**src/rtl/score_star_renderer_if.sv**
```systemverilog
// Pixel-pipeline bundle for the score-star overlay: frame/score/coordinate
// inputs towards the renderer and the registered colour outputs back.
interface score_star_renderer_if #(
  parameter int PTS_W = 4
);
  logic             finish_frame;
  logic [1:0]       level_state;
  logic [PTS_W-1:0] pts1;
  logic [PTS_W-1:0] pts2;
  logic [9:0]       row;
  logic [9:0]       col;
  logic [7:0]       red;
  logic [7:0]       green;
  logic [7:0]       blue;
  logic             is_star;
  logic             spawn_busy;

  modport master (
    output finish_frame, level_state, pts1, pts2, row, col,
    input  red, green, blue, is_star, spawn_busy
  );

  modport slave (
    input  finish_frame, level_state, pts1, pts2, row, col,
    output red, green, blue, is_star, spawn_busy
  );
endinterface

```
**src/rtl/score_star_renderer.sv**
```systemverilog
// Score-star overlay: NUM_STARS star sprites per player in two staggered rows,
// one lit star per point, twinkle phase from a frame counter, and a three-step
// grow-in animation on the newest star whenever a player's count increases.
module score_star_renderer #(
  parameter int NUM_STARS = 9,
  parameter int PTS_W     = 4,
  parameter int X0        = 80,
  parameter int X_STEP    = 80,
  parameter int Y1A       = 100,
  parameter int Y1B       = 200,
  parameter int Y2A       = 300,
  parameter int Y2B       = 400,
  parameter int TW_W      = 8,
  parameter int SPAWN_FR  = 16
) (
  input logic                   clock,
  input logic                   reset,
  score_star_renderer_if.slave  bus
);

  localparam int FW = (SPAWN_FR > 1) ? $clog2(SPAWN_FR) : 1;

  typedef enum logic [1:0] {S_IDLE, S_G0, S_G1, S_G2} spawn_t;

  spawn_t          st_q   [2];
  spawn_t          st_d   [2];
  logic [FW-1:0]   fc_q   [2];
  logic [FW-1:0]   fc_d   [2];
  logic [3:0]      cnt_q  [2];
  logic [3:0]      cnt_d  [2];
  logic [3:0]      tgt_q  [2];
  logic [3:0]      tgt_d  [2];
  logic [3:0]      new_cnt[2];
  logic [TW_W-1:0] tw_q;

  logic [2:0]      hit [2];
  logic [1:0]      base_ph;
  logic [1:0]      ph;
  logic            lit;
  int              sx, sy, dx, dy;
  logic            ctr, r1, r2, idot, odot;
  logic            sel_hit;
  logic [23:0]     sel_rgb;

  function automatic logic [3:0] clamp_cnt(input logic [PTS_W-1:0] p);
    if (int'(p) > NUM_STARS) return 4'(NUM_STARS);
    return 4'(p);
  endfunction

  function automatic logic in_rng(input int v, input int lo, input int hi);
    return (v >= lo) && (v <= hi);
  endfunction

  function automatic logic [23:0] palette(input logic [1:0] lvl, input logic pl,
                                          input logic [1:0] cls);
    logic [23:0] c;
    c = '0;
    case ({lvl, pl, cls})
      5'b00_0_00: c = 24'hdaadf0;  5'b00_0_01: c = 24'hb06dcf;  5'b00_0_10: c = 24'h7344a6;
      5'b00_1_00: c = 24'he8d590;  5'b00_1_01: c = 24'he3b468;  5'b00_1_10: c = 24'hed8f4c;
      5'b01_0_00: c = 24'hb9a3e6;  5'b01_0_01: c = 24'h7767b8;  5'b01_0_10: c = 24'h57499c;
      5'b01_1_00: c = 24'hd9cd8b;  5'b01_1_01: c = 24'hc9aa61;  5'b01_1_10: c = 24'hc49847;
      5'b10_0_00: c = 24'hada3e6;  5'b10_0_01: c = 24'h6a68b3;  5'b10_0_10: c = 24'h514a91;
      5'b10_1_00: c = 24'hba9970;  5'b10_1_01: c = 24'ha67e67;  5'b10_1_10: c = 24'h7a5057;
      5'b11_0_00: c = 24'he0d0e8;  5'b11_0_01: c = 24'ha37cb3;  5'b11_0_10: c = 24'h694187;
      5'b11_1_00: c = 24'hd0d4e8;  5'b11_1_01: c = 24'h7c86b3;  5'b11_1_10: c = 24'h45507d;
      default:    c = '0;
    endcase
    return c;
  endfunction

  // Per-player score latch and grow-in FSM, advanced only on frame boundaries.
  always_comb begin
    for (int unsigned p = 0; p < 2; p++) begin
      st_d[p]    = st_q[p];
      fc_d[p]    = fc_q[p];
      cnt_d[p]   = cnt_q[p];
      tgt_d[p]   = tgt_q[p];
      new_cnt[p] = clamp_cnt((p == 0) ? bus.pts1 : bus.pts2);
      if (bus.finish_frame) begin
        cnt_d[p] = new_cnt[p];
        if (new_cnt[p] > cnt_q[p]) begin
          st_d[p]  = S_G0;
          fc_d[p]  = '0;
          tgt_d[p] = (p == 0) ? (new_cnt[p] - 4'd1) : (4'(NUM_STARS) - new_cnt[p]);
        end else if (new_cnt[p] < cnt_q[p]) begin
          st_d[p] = S_IDLE;
          fc_d[p] = '0;
        end else if (st_q[p] != S_IDLE) begin
          if (fc_q[p] == FW'(SPAWN_FR - 1)) begin
            fc_d[p] = '0;
            unique case (st_q[p])
              S_G0:    st_d[p] = S_G1;
              S_G1:    st_d[p] = S_G2;
              default: st_d[p] = S_IDLE;
            endcase
          end else begin
            fc_d[p] = fc_q[p] + FW'(1);
          end
        end
      end
    end
  end

  // State registers: spawn FSMs, latched counts, twinkle counter, busy flag.
  always_ff @(posedge clock) begin
    if (reset) begin
      for (int unsigned p = 0; p < 2; p++) begin
        st_q[p]  <= S_IDLE;
        fc_q[p]  <= '0;
        cnt_q[p] <= '0;
        tgt_q[p] <= '0;
      end
      tw_q           <= '0;
      bus.spawn_busy <= 1'b0;
    end else begin
      for (int unsigned p = 0; p < 2; p++) begin
        st_q[p]  <= st_d[p];
        fc_q[p]  <= fc_d[p];
        cnt_q[p] <= cnt_d[p];
        tgt_q[p] <= tgt_d[p];
      end
      if (bus.finish_frame) tw_q <= tw_q + TW_W'(1);
      bus.spawn_busy <= (st_d[0] != S_IDLE) || (st_d[1] != S_IDLE);
    end
  end

  assign base_ph = tw_q[TW_W-1 -: 2];

  // Star geometry: accumulate centre/ring1/ring2 class hits over every lit star.
  // Offsets are taken in full int width so stars near the left/top edge never wrap.
  always_comb begin
    hit[0] = '0;
    hit[1] = '0;
    ph = '0; lit = 1'b0;
    sx = 0; sy = 0; dx = 0; dy = 0;
    ctr = 1'b0; r1 = 1'b0; r2 = 1'b0; idot = 1'b0; odot = 1'b0;
    for (int unsigned p = 0; p < 2; p++) begin
      for (int unsigned i = 0; i < NUM_STARS; i++) begin
        lit = (p == 0) ? (i < 32'(cnt_q[0])) : (i >= 32'(NUM_STARS) - 32'(cnt_q[1]));
        if (st_q[p] != S_IDLE && 32'(tgt_q[p]) == i)
          ph = (st_q[p] == S_G0) ? 2'd0 : ((st_q[p] == S_G1) ? 2'd1 : 2'd2);
        else
          ph = base_ph;
        sx = X0 + int'(i) * X_STEP;
        if (i % 2 == 0) sy = (p == 0) ? Y1A : Y2A;
        else            sy = (p == 0) ? Y1B : Y2B;
        dx = int'(bus.col) - sx;
        dy = int'(bus.row) - sy;
        ctr  = in_rng(dx, 0, 4) && in_rng(dy, 0, 4);
        r1   = ((in_rng(dx, 5, 9) || in_rng(dx, -5, -1)) && in_rng(dy, 0, 4)) ||
               ((in_rng(dy, 5, 9) || in_rng(dy, -5, -1)) && in_rng(dx, 0, 4));
        r2   = ((in_rng(dx, 10, 14) || in_rng(dx, -10, -6)) && in_rng(dy, 0, 4)) ||
               ((in_rng(dy, 10, 14) || in_rng(dy, -10, -6)) && in_rng(dx, 0, 4));
        idot = (dx == 9 || dx == -5) && (dy == 9 || dy == -5);
        odot = (dx == 14 || dx == -10) && (dy == 14 || dy == -10);
        if (lit) begin
          hit[p][0] = hit[p][0] | ctr | ((ph == 2'd2) & odot);
          hit[p][1] = hit[p][1] | ((ph != 2'd0) & r1) | (((ph == 2'd1) || (ph == 2'd2)) & idot);
          hit[p][2] = hit[p][2] | ((ph == 2'd2) & r2);
        end
      end
    end
  end

  // Fixed priority across players and colour classes, palette by level.
  always_comb begin
    sel_hit = 1'b1;
    sel_rgb = '0;
    if      (hit[0][0]) sel_rgb = palette(bus.level_state, 1'b0, 2'd0);
    else if (hit[0][1]) sel_rgb = palette(bus.level_state, 1'b0, 2'd1);
    else if (hit[0][2]) sel_rgb = palette(bus.level_state, 1'b0, 2'd2);
    else if (hit[1][0]) sel_rgb = palette(bus.level_state, 1'b1, 2'd0);
    else if (hit[1][1]) sel_rgb = palette(bus.level_state, 1'b1, 2'd1);
    else if (hit[1][2]) sel_rgb = palette(bus.level_state, 1'b1, 2'd2);
    else                sel_hit = 1'b0;
  end

  // Registered pixel output, one clock behind row/col.
  always_ff @(posedge clock) begin
    if (reset) begin
      bus.red     <= '0;
      bus.green   <= '0;
      bus.blue    <= '0;
      bus.is_star <= 1'b0;
    end else begin
      {bus.red, bus.green, bus.blue} <= sel_rgb;
      bus.is_star                    <= sel_hit;
    end
  end

endmodule

```
**src/flat_wrapper.sv**
```systemverilog
// flat-port wrapper written by rule: the top's interface ports become plain ports
module score_star_renderer_flat 
#(
  parameter int NUM_STARS = 9,
  parameter int PTS_W     = 4,
  parameter int X0        = 80,
  parameter int X_STEP    = 80,
  parameter int Y1A       = 100,
  parameter int Y1B       = 200,
  parameter int Y2A       = 300,
  parameter int Y2B       = 400,
  parameter int TW_W      = 8,
  parameter int SPAWN_FR  = 16
)
  (clock, reset, bus_finish_frame, bus_level_state, bus_pts1, bus_pts2, bus_row, bus_col, bus_red, bus_green, bus_blue, bus_is_star, bus_spawn_busy);
  score_star_renderer_if #(.PTS_W(PTS_W)) bus_i ();
  input logic clock;
  input logic reset;
  input wire logic [$bits(bus_i.finish_frame)-1:0] bus_finish_frame;
  input wire logic [$bits(bus_i.level_state)-1:0] bus_level_state;
  input wire logic [$bits(bus_i.pts1)-1:0] bus_pts1;
  input wire logic [$bits(bus_i.pts2)-1:0] bus_pts2;
  input wire logic [$bits(bus_i.row)-1:0] bus_row;
  input wire logic [$bits(bus_i.col)-1:0] bus_col;
  output wire logic [$bits(bus_i.red)-1:0] bus_red;
  output wire logic [$bits(bus_i.green)-1:0] bus_green;
  output wire logic [$bits(bus_i.blue)-1:0] bus_blue;
  output wire logic [$bits(bus_i.is_star)-1:0] bus_is_star;
  output wire logic [$bits(bus_i.spawn_busy)-1:0] bus_spawn_busy;
  assign bus_i.finish_frame = bus_finish_frame;
  assign bus_i.level_state = bus_level_state;
  assign bus_i.pts1 = bus_pts1;
  assign bus_i.pts2 = bus_pts2;
  assign bus_i.row = bus_row;
  assign bus_i.col = bus_col;
  assign bus_red = bus_i.red;
  assign bus_green = bus_i.green;
  assign bus_blue = bus_i.blue;
  assign bus_is_star = bus_i.is_star;
  assign bus_spawn_busy = bus_i.spawn_busy;
  score_star_renderer #(.NUM_STARS(NUM_STARS), .PTS_W(PTS_W), .X0(X0), .X_STEP(X_STEP), .Y1A(Y1A), .Y1B(Y1B), .Y2A(Y2A), .Y2B(Y2B), .TW_W(TW_W), .SPAWN_FR(SPAWN_FR)) u_core (.clock(clock), .reset(reset), .bus(bus_i));
endmodule
```
**config.mk**
```make
export PLATFORM = sky130hd
export DESIGN_NAME = score_star_renderer_flat
export DESIGN_NICKNAME = d
export VERILOG_FILES = /design/src/rtl/score_star_renderer_if.sv /design/src/rtl/score_star_renderer.sv /design/src/flat_wrapper.sv
export SDC_FILE = /design/constraint.sdc
export NUM_CORES = 1
export LEC_CHECK = 0
export CORE_MARGIN = 4
export CORE_UTILIZATION = 45
export DETAILED_ROUTE_END_ITERATION = 6
export PLACE_DENSITY = 0.65
export SETUP_SLACK_MARGIN = 0.3
export SYNTH_ARGS = -nofsm -noshare
export SYNTH_HDL_FRONTEND = slang
export SYNTH_SLANG_ARGS = --single-unit
```
**constraint.sdc**
```tcl
create_clock -name clock -period 4 [get_ports clock]
set_input_delay 0.4 -clock clock [delete_from_list [all_inputs] [get_ports clock]]
set_output_delay 0.4 -clock clock [all_outputs]
set_load 0.005 [all_outputs]
```
==> flow_summary.ini, run 1 <==
[yosys]
netlist_area_um2 = 11280
yosysTopAreaCell = ha_1
synth.area.top_cells = ha_1 (12%), dfxtp_1 (11%), nor2_1 (4.9%)
synth_top_area_share = 0.1165
ys_seq_area_frac = 0.1101
synth_warnings = 0
ys_types = 101
syn_inst = 1614
synth_edf_count = 0
syn-num-nets = 1752
ys_ff_latch = 62
synthFlopType = dfxtp_1
syn_area_per_cell_um2 = 6.986
async_flop_share = 0

[final_layout]
mostFrequentLayoutCells = buf_4 (477), nor2_1 (142), nand2_1 (114)
finalNetCount = 2233
nFillCells = 1919
instances_no_fill = 2423
num_antenna_cells = 0
synthToLayoutAreaGrowth_pct = 56.36
layout-drive-gt1-share = 0.3869
final_common_cell = buf_4

[worst_hold_path]
hold_class = register to register

[power]
power_frac_seq = 0.234
p_leak_nw = 7.007
p_clk_frac = 0.309
power_density_nw_per_um2 = 160.9
vdd_ir_drop_max_mv = 0.2013
p_switching_mw = 1.043
total_power_mw = 2.837
p_int_mw = 1.794
p_sw_frac = 0.3676
comb_power_share = 0.457

[setup_path]
r2r_end = u_core.bus.blue[1]$_SDFF_PP0_
end_kind = register
r2r_start = u_core.st_q[0][3]$_SDFF_PP0_
cp-endpoint = u_core.bus.blue[1]$_SDFF_PP0_
reg2reg_setup_slack_ns = 0.16
crit_type = primary input to register
reg2reg_depth = 16
cp.required_ns = 4.21
start_kind = primary input
critPathLaunch = bus_col[8]
worstPathArrival_ns = 4.06
critPathMaxFanout = 6

[grt]
grt_pass1_wl_mm = 83.62
grt_start_max_net_pins = 32
gr-usage-all-layers = 0.3709
grt_overflow_total = 0
antenna_found_initial = 0
grt_pass1_vias = 14820

[sta]
fmax_mhz = 260.0
hold-worst-slack_ns = 0.4867
period_share = 0.9617
min_period_ns = 3.847
timing.final.hold_violations = 0
finalWorstSetupSlack_ns = 0.1531
rsz0062_at_grt = yes
setup_violations = 0
slew_violations = 0
worst_slew_pin_slew_ns = 0.7533
timing.setup.tns_ns = 0
slew_headroom = 0.4971
finalClockSkew_ns = 0.006596

[placement]
dp_slack_ns = -0.6730
gp_congestion = 1.058
io_buffers = 58
dp_hpwl_mm = 42.13
dp.cells = 2339

[clocking]
cts_tree = done
cts-hold-fix-buffers = 0
clock-sinks = 62
ctsLongestPathBuffers = 2
insertion_delay_ns = 0.34
cts_root_buffer = clkbuf_16
cts_buffers = 9
h-tree-depth = 3
clk_pin_slew_ns = 0.06

[floorplanning]
core_um2 = 24460
num_rows = 57
dieArea_um2 = 27650
initial_utilization = 0.4609
die_h_um = 166.3
die_x_um = 166.3
io_pins = 59

[detailed_routing]
via_count = 15790
routed_wl_mm = 55.83
drt_pass1_iterations = 7
wl_per_cell_um = 23.04
antenna_left = 0
route.detailed.drc = 14
vias_per_cell = 6.517
drt_iter0_drc = 1978

[job]
drv_cap = 0

[run_status]
failed_checks = design-rule violations
outcome = complete, but fails checks
-- kinds of logic after synthesis --
group | count (synthesis) | synth area share
AOI/OAI and AO/OA | 519 | 0.3237
xor gates and xnor gates | 27 | 0.02097
adders and majority gates | 105 | 0.1165
buffers and inverters | 187 | 0.07068
DFF | 62 | 0.1101
muxes | 34 | 0.03029
and+or+nand+nor | 680 | 0.3278
-- power groups by stage --
stage                     clock, mW  combinational (mW)  sequential (mW)
after floorplan                   0               0.572            0.660
after global placement            0                1.06            0.667
after detailed placement          0                1.08            0.669
after CTS                     0.878                1.17            0.657
after global routing          0.914                1.37            0.666
final                         0.877                1.30            0.663
-- critical path, cell delays in order --
cell and delay, ns:
dlygate4sd2_1 0.22, inv_2 0.07, ha_2 0.19, buf_4 0.16
nor2b_2 0.15, o32a_1 0.40, nand4_4 0.10, o22ai_1 0.10
a222oi_1 0.42, o2111ai_1 0.17, a2111o_1 0.44, or4_4 0.55
and2_4 0.18, a221o_1 0.33, a21oi_2 0.13, nor3_1 0.05
-- metrics by stage --
step | instance area (µm²) | util
5_1_grt | 17630 | 0.7207
3_3_place_gp | 15340 | 0.6271
4_1_cts | 16730 | 0.6839
6_report | 17630 | 0.7207
2_1_floorplan | 11400 | -
3_5_place_dp | 15340 | 0.6271
-- cell type report --
type	instances	area, µm²	share of cell area
clock inverter	4	70.07	0.003974
tap	324	405.4	0.02299
sequential	62	1246	0.07068
inverter	80	317.8	0.01803
timing repair buffer	577	4706	0.2669
clock buffer	11	252.7	0.01434
multi-input combinational	1365	10630	0.6031
-- cells in the mapped netlist, drive strengths merged (24+ instances only) --
cell	count
nor3	37
or2	24
nand2b	46
nand3	65
and3	25
nand4	25
o21ai	94
inv	78
nand2	119
a21oi	101
ha	105
dfxtp	62
mux2i	33
nor2b	43
nor2	149
clkbuf	61
buf	46
o22ai	28
-- repair_timing --
item                                   4_1_cts  5_1_grt
setup endpoints to repair                   25       25
pin swaps                                   57       75
endpoints found under the hold margin        0        0
cloned                                       2        1
buffers inserted                            46       20
gates resized for setup                    177      175
-- worst min path at each step --
stage,slack [ns],end,cells past startpoint,startpoint
after floorplan,0.45,u_core.tw_q[5]$_SDFFE_PP0P_,2,u_core.tw_q[5]$_SDFFE_PP0P_
after global placement,0.47,u_core.tw_q[5]$_SDFFE_PP0P_,2,u_core.tw_q[5]$_SDFFE_PP0P_
after detailed placement,0.48,u_core.fc_q[0][6]$_SDFFE_PP0P_,2,u_core.fc_q[0][6]$_SDFFE_PP0P_
after CTS,0.49,u_core.fc_q[0][6]$_SDFFE_PP0P_,2,u_core.fc_q[0][6]$_SDFFE_PP0P_
after global routing,0.53,u_core.fc_q[0][6]$_SDFFE_PP0P_,2,u_core.fc_q[0][6]$_SDFFE_PP0P_
final,0.49,u_core.tw_q[5]$_SDFFE_PP0P_,2,u_core.tw_q[5]$_SDFFE_PP0P_
-- flip-flops by register name, summed over array words and instances, names as in the netlist --
register               cells
u_core.cnt_q               8
u_core.fc_q                8
u_core.bus.green           8
u_core.bus.spawn_busy      1
u_core.bus.is_star         1
u_core.tw_q                8
u_core.bus.blue            8
u_core.bus.red             8
u_core.tgt_q               8
u_core.st_q                4
-- per-layer routing --
metal | vias up | part of all wire | wire (µm) | global-route usage
li1 | 7038 | - | - | -
met1 | 7482 | 0.40 | 22140 | 0.4714
met2 | 1008 | 0.46 | 25820 | 0.6206
met3 | 263 | 0.085 | 4747 | 0.06713
met4 | 0 | 0.056 | 3117 | 0.1526
met5 | - | 0 | 0 | 0
No activity file was read; power rests on OpenSTA's default activity.
==> run 2: changes to the inputs <==
MAX_ROUTING_LAYER = met4   (was unset)
==> run 2 against run 1 <==
The flow still finishes with violations (design-rule violations). Hold slack improved by 0.0043 ns. Setup slack got worse by 0.010 ns. Die area unchanged. Core utilization decreased by 2.9 points. Sequential share of layout area increased by 0.30 points. Power decreased by 3.0%. Highest routed layer unchanged.
==> flow_summary.ini, run 2 (synthesized netlist as in run 1, its figures left out) <==
[run_status]
outcome = complete, but fails checks
failed_checks = design-rule violations

[detailed_routing]
wl_per_cell_um = 22.70
antenna_left = 0
drt_pass1_iterations = 7
drt_iter0_drc = 1916
route.detailed.drc = 3
routed_wl_mm = 54.21
vias_per_cell = 6.391
via_count = 15260

[final_layout]
num_antenna_cells = 0
layout-drive-gt1-share = 0.3542
synthToLayoutAreaGrowth_pct = 50.06
nFillCells = 2031
finalNetCount = 2197
final_common_cell = buf_4
instances_no_fill = 2388
final_util = 0.6917
mostFrequentLayoutCells = buf_4 (462), nor2_1 (139), nand2_1 (116)
design_area_um2 = 16920

[placement]
dp_slack_ns = -0.8064
dp_hpwl_mm = 41.69
dp.cells = 2334
io_buffers = 58
gp_congestion = 1.053
place_area_um2 = 15250

[sta]
rsz0062_at_grt = yes
timing.setup.tns_ns = 0
finalWorstSetupSlack_ns = 0.1427
worst_slew_pin_slew_ns = 0.7409
slew_headroom = 0.5061
period_share = 0.9643
min_period_ns = 3.857
finalClockSkew_ns = 0.009579
slew_violations = 0
setup_violations = 0
fmax_mhz = 259.2
timing.final.hold_violations = 0

[floorplanning]
dieArea_um2 = 27650
die_h_um = 166.3
die_x_um = 166.3
core_um2 = 24460
initial_utilization = 0.4609
num_rows = 57
io_pins = 59

[clocking]
cts_root_buffer = clkbuf_16
clock-sinks = 62
cts_buffers = 9
ctsLongestPathBuffers = 2
insertion_delay_ns = 0.34
cts_tree = done
clk_pin_slew_ns = 0.06
h-tree-depth = 3

[grt]
grt_pass1_wl_mm = 81.54
grt_overflow_total = 0
grt_start_max_net_pins = 34
gr-usage-met1 = 0.4667
gr-usage-all-layers = 0.3708
use_met3 = 0.04261
busiest_layer = met2
antenna_found_initial = 0
grt_util_met2 = 0.6207
grt_pass1_vias = 14540

[setup_path]
worstPathCellList = dlygate4sd2_1, buf_4, ha_2, a21o_1, buf_4, a32o_1, o221ai_2, buf_6, nor3_2, nor2_1, buf_4, o2111ai_2, a2111o_1, or4_4, and2_4, buf_4, buf_6, nand2_2, and3_1, o22ai_1
reg2reg_setup_slack_ns = 0.18
crit_top_cell = buf_4
crit_family = compound AO/OA/AOI/OAI gates
critPathMaxFanout = 5
worstPathArrival_ns = 4.07
max_stage_delay_ns = 0.53
end_kind = register
crit_type = primary input to register
start_kind = primary input
cp_num_buf_inv = 7
cp.required_ns = 4.22
cp_slowest_cell = or4_4

[power]
p_leak_nw = 6.733
power_density_nw_per_um2 = 162.6
vdd_ir_drop_max_mv = 0.2099

[job]
drv_cap = 0

[worst_hold_path]
hold_class = register to register
run 2: cell types whose count changed in the layout (fill, tap and decap cells not counted), sizes merged:
cell,before,now
dlymetal6s2s,4,1
clkinvlp,0,1
clkinv,4,5
buf,522,486
clkdlybuf4s15,0,1
dlygate4sd2,3,8
clkbuf,16,12
run 2: power breakdown:
part | internal [mW] | switching, mW
Combinational | 0.549 | 0.676
Sequential | 0.635 | 0.0291
Clock | 0.545 | 0.316
Total | 1.73 | 1.02
run 2: area by class of cell:
| type | instances | area [µm²] | share of cell area |
|---|---|---|---|
| Clock buffer | 10 | 229.0 | 0.01353 |
| Clock inverter | 6 | 86.33 | 0.005102 |
| Inverter | 80 | 317.8 | 0.01878 |
| Multi-Input combinational cell | 1365 | 10310 | 0.6096 |
| Sequential cell | 62 | 1246 | 0.07365 |
| Tap cell | 324 | 405.4 | 0.02396 |
| Timing Repair Buffer | 541 | 4322 | 0.2554 |
run 2: per-layer routing:
layer	share of wire	vias up
li1	-	6957
met1	0.41	7315
met2	0.47	831
met3	0.074	159
met4	0.043	0
met5	0	-
run 2: tightest hold or removal path, delay by kind of cell, from the launching register on:
kind / cells / cell delay (ns)
simple gates: 1 / 0.06
flops: 1 / 0.33
compound gates: 1 / 0.05
run 2: final timing paths:
path	startpoint	to	depth (start not counted)
max reg2reg	u_core.st_q[0][0]$_SDFF_PP0_	u_core.bus.blue[1]$_SDFF_PP0_	19
max	bus_row[4]	u_core.bus.blue[3]$_SDFF_PP0_	20
min	u_core.fc_q[0][6]$_SDFFE_PP0P_	u_core.fc_q[0][6]$_SDFFE_PP0P_	2
min reg2reg	u_core.fc_q[0][6]$_SDFFE_PP0P_	u_core.fc_q[0][6]$_SDFFE_PP0P_	2
run 2: per-stage QoR:
step	hold slack [ns]	total power, mW
floorplan	0.4539	1.232
global placement	0.4639	1.713
detailed placement	0.4834	1.735
CTS	0.4922	2.650
global route	0.5234	2.858
finish	0.4909	2.751
run 2: repair_timing:
item | CTS | global route
endpoints found under the setup margin | 25 | 25
pin swaps | 38 | 42
hold buffers | 0 | 0
buffers inserted | 23 | 13
cloned | 1 | 1
gates resized for setup | 140 | 123
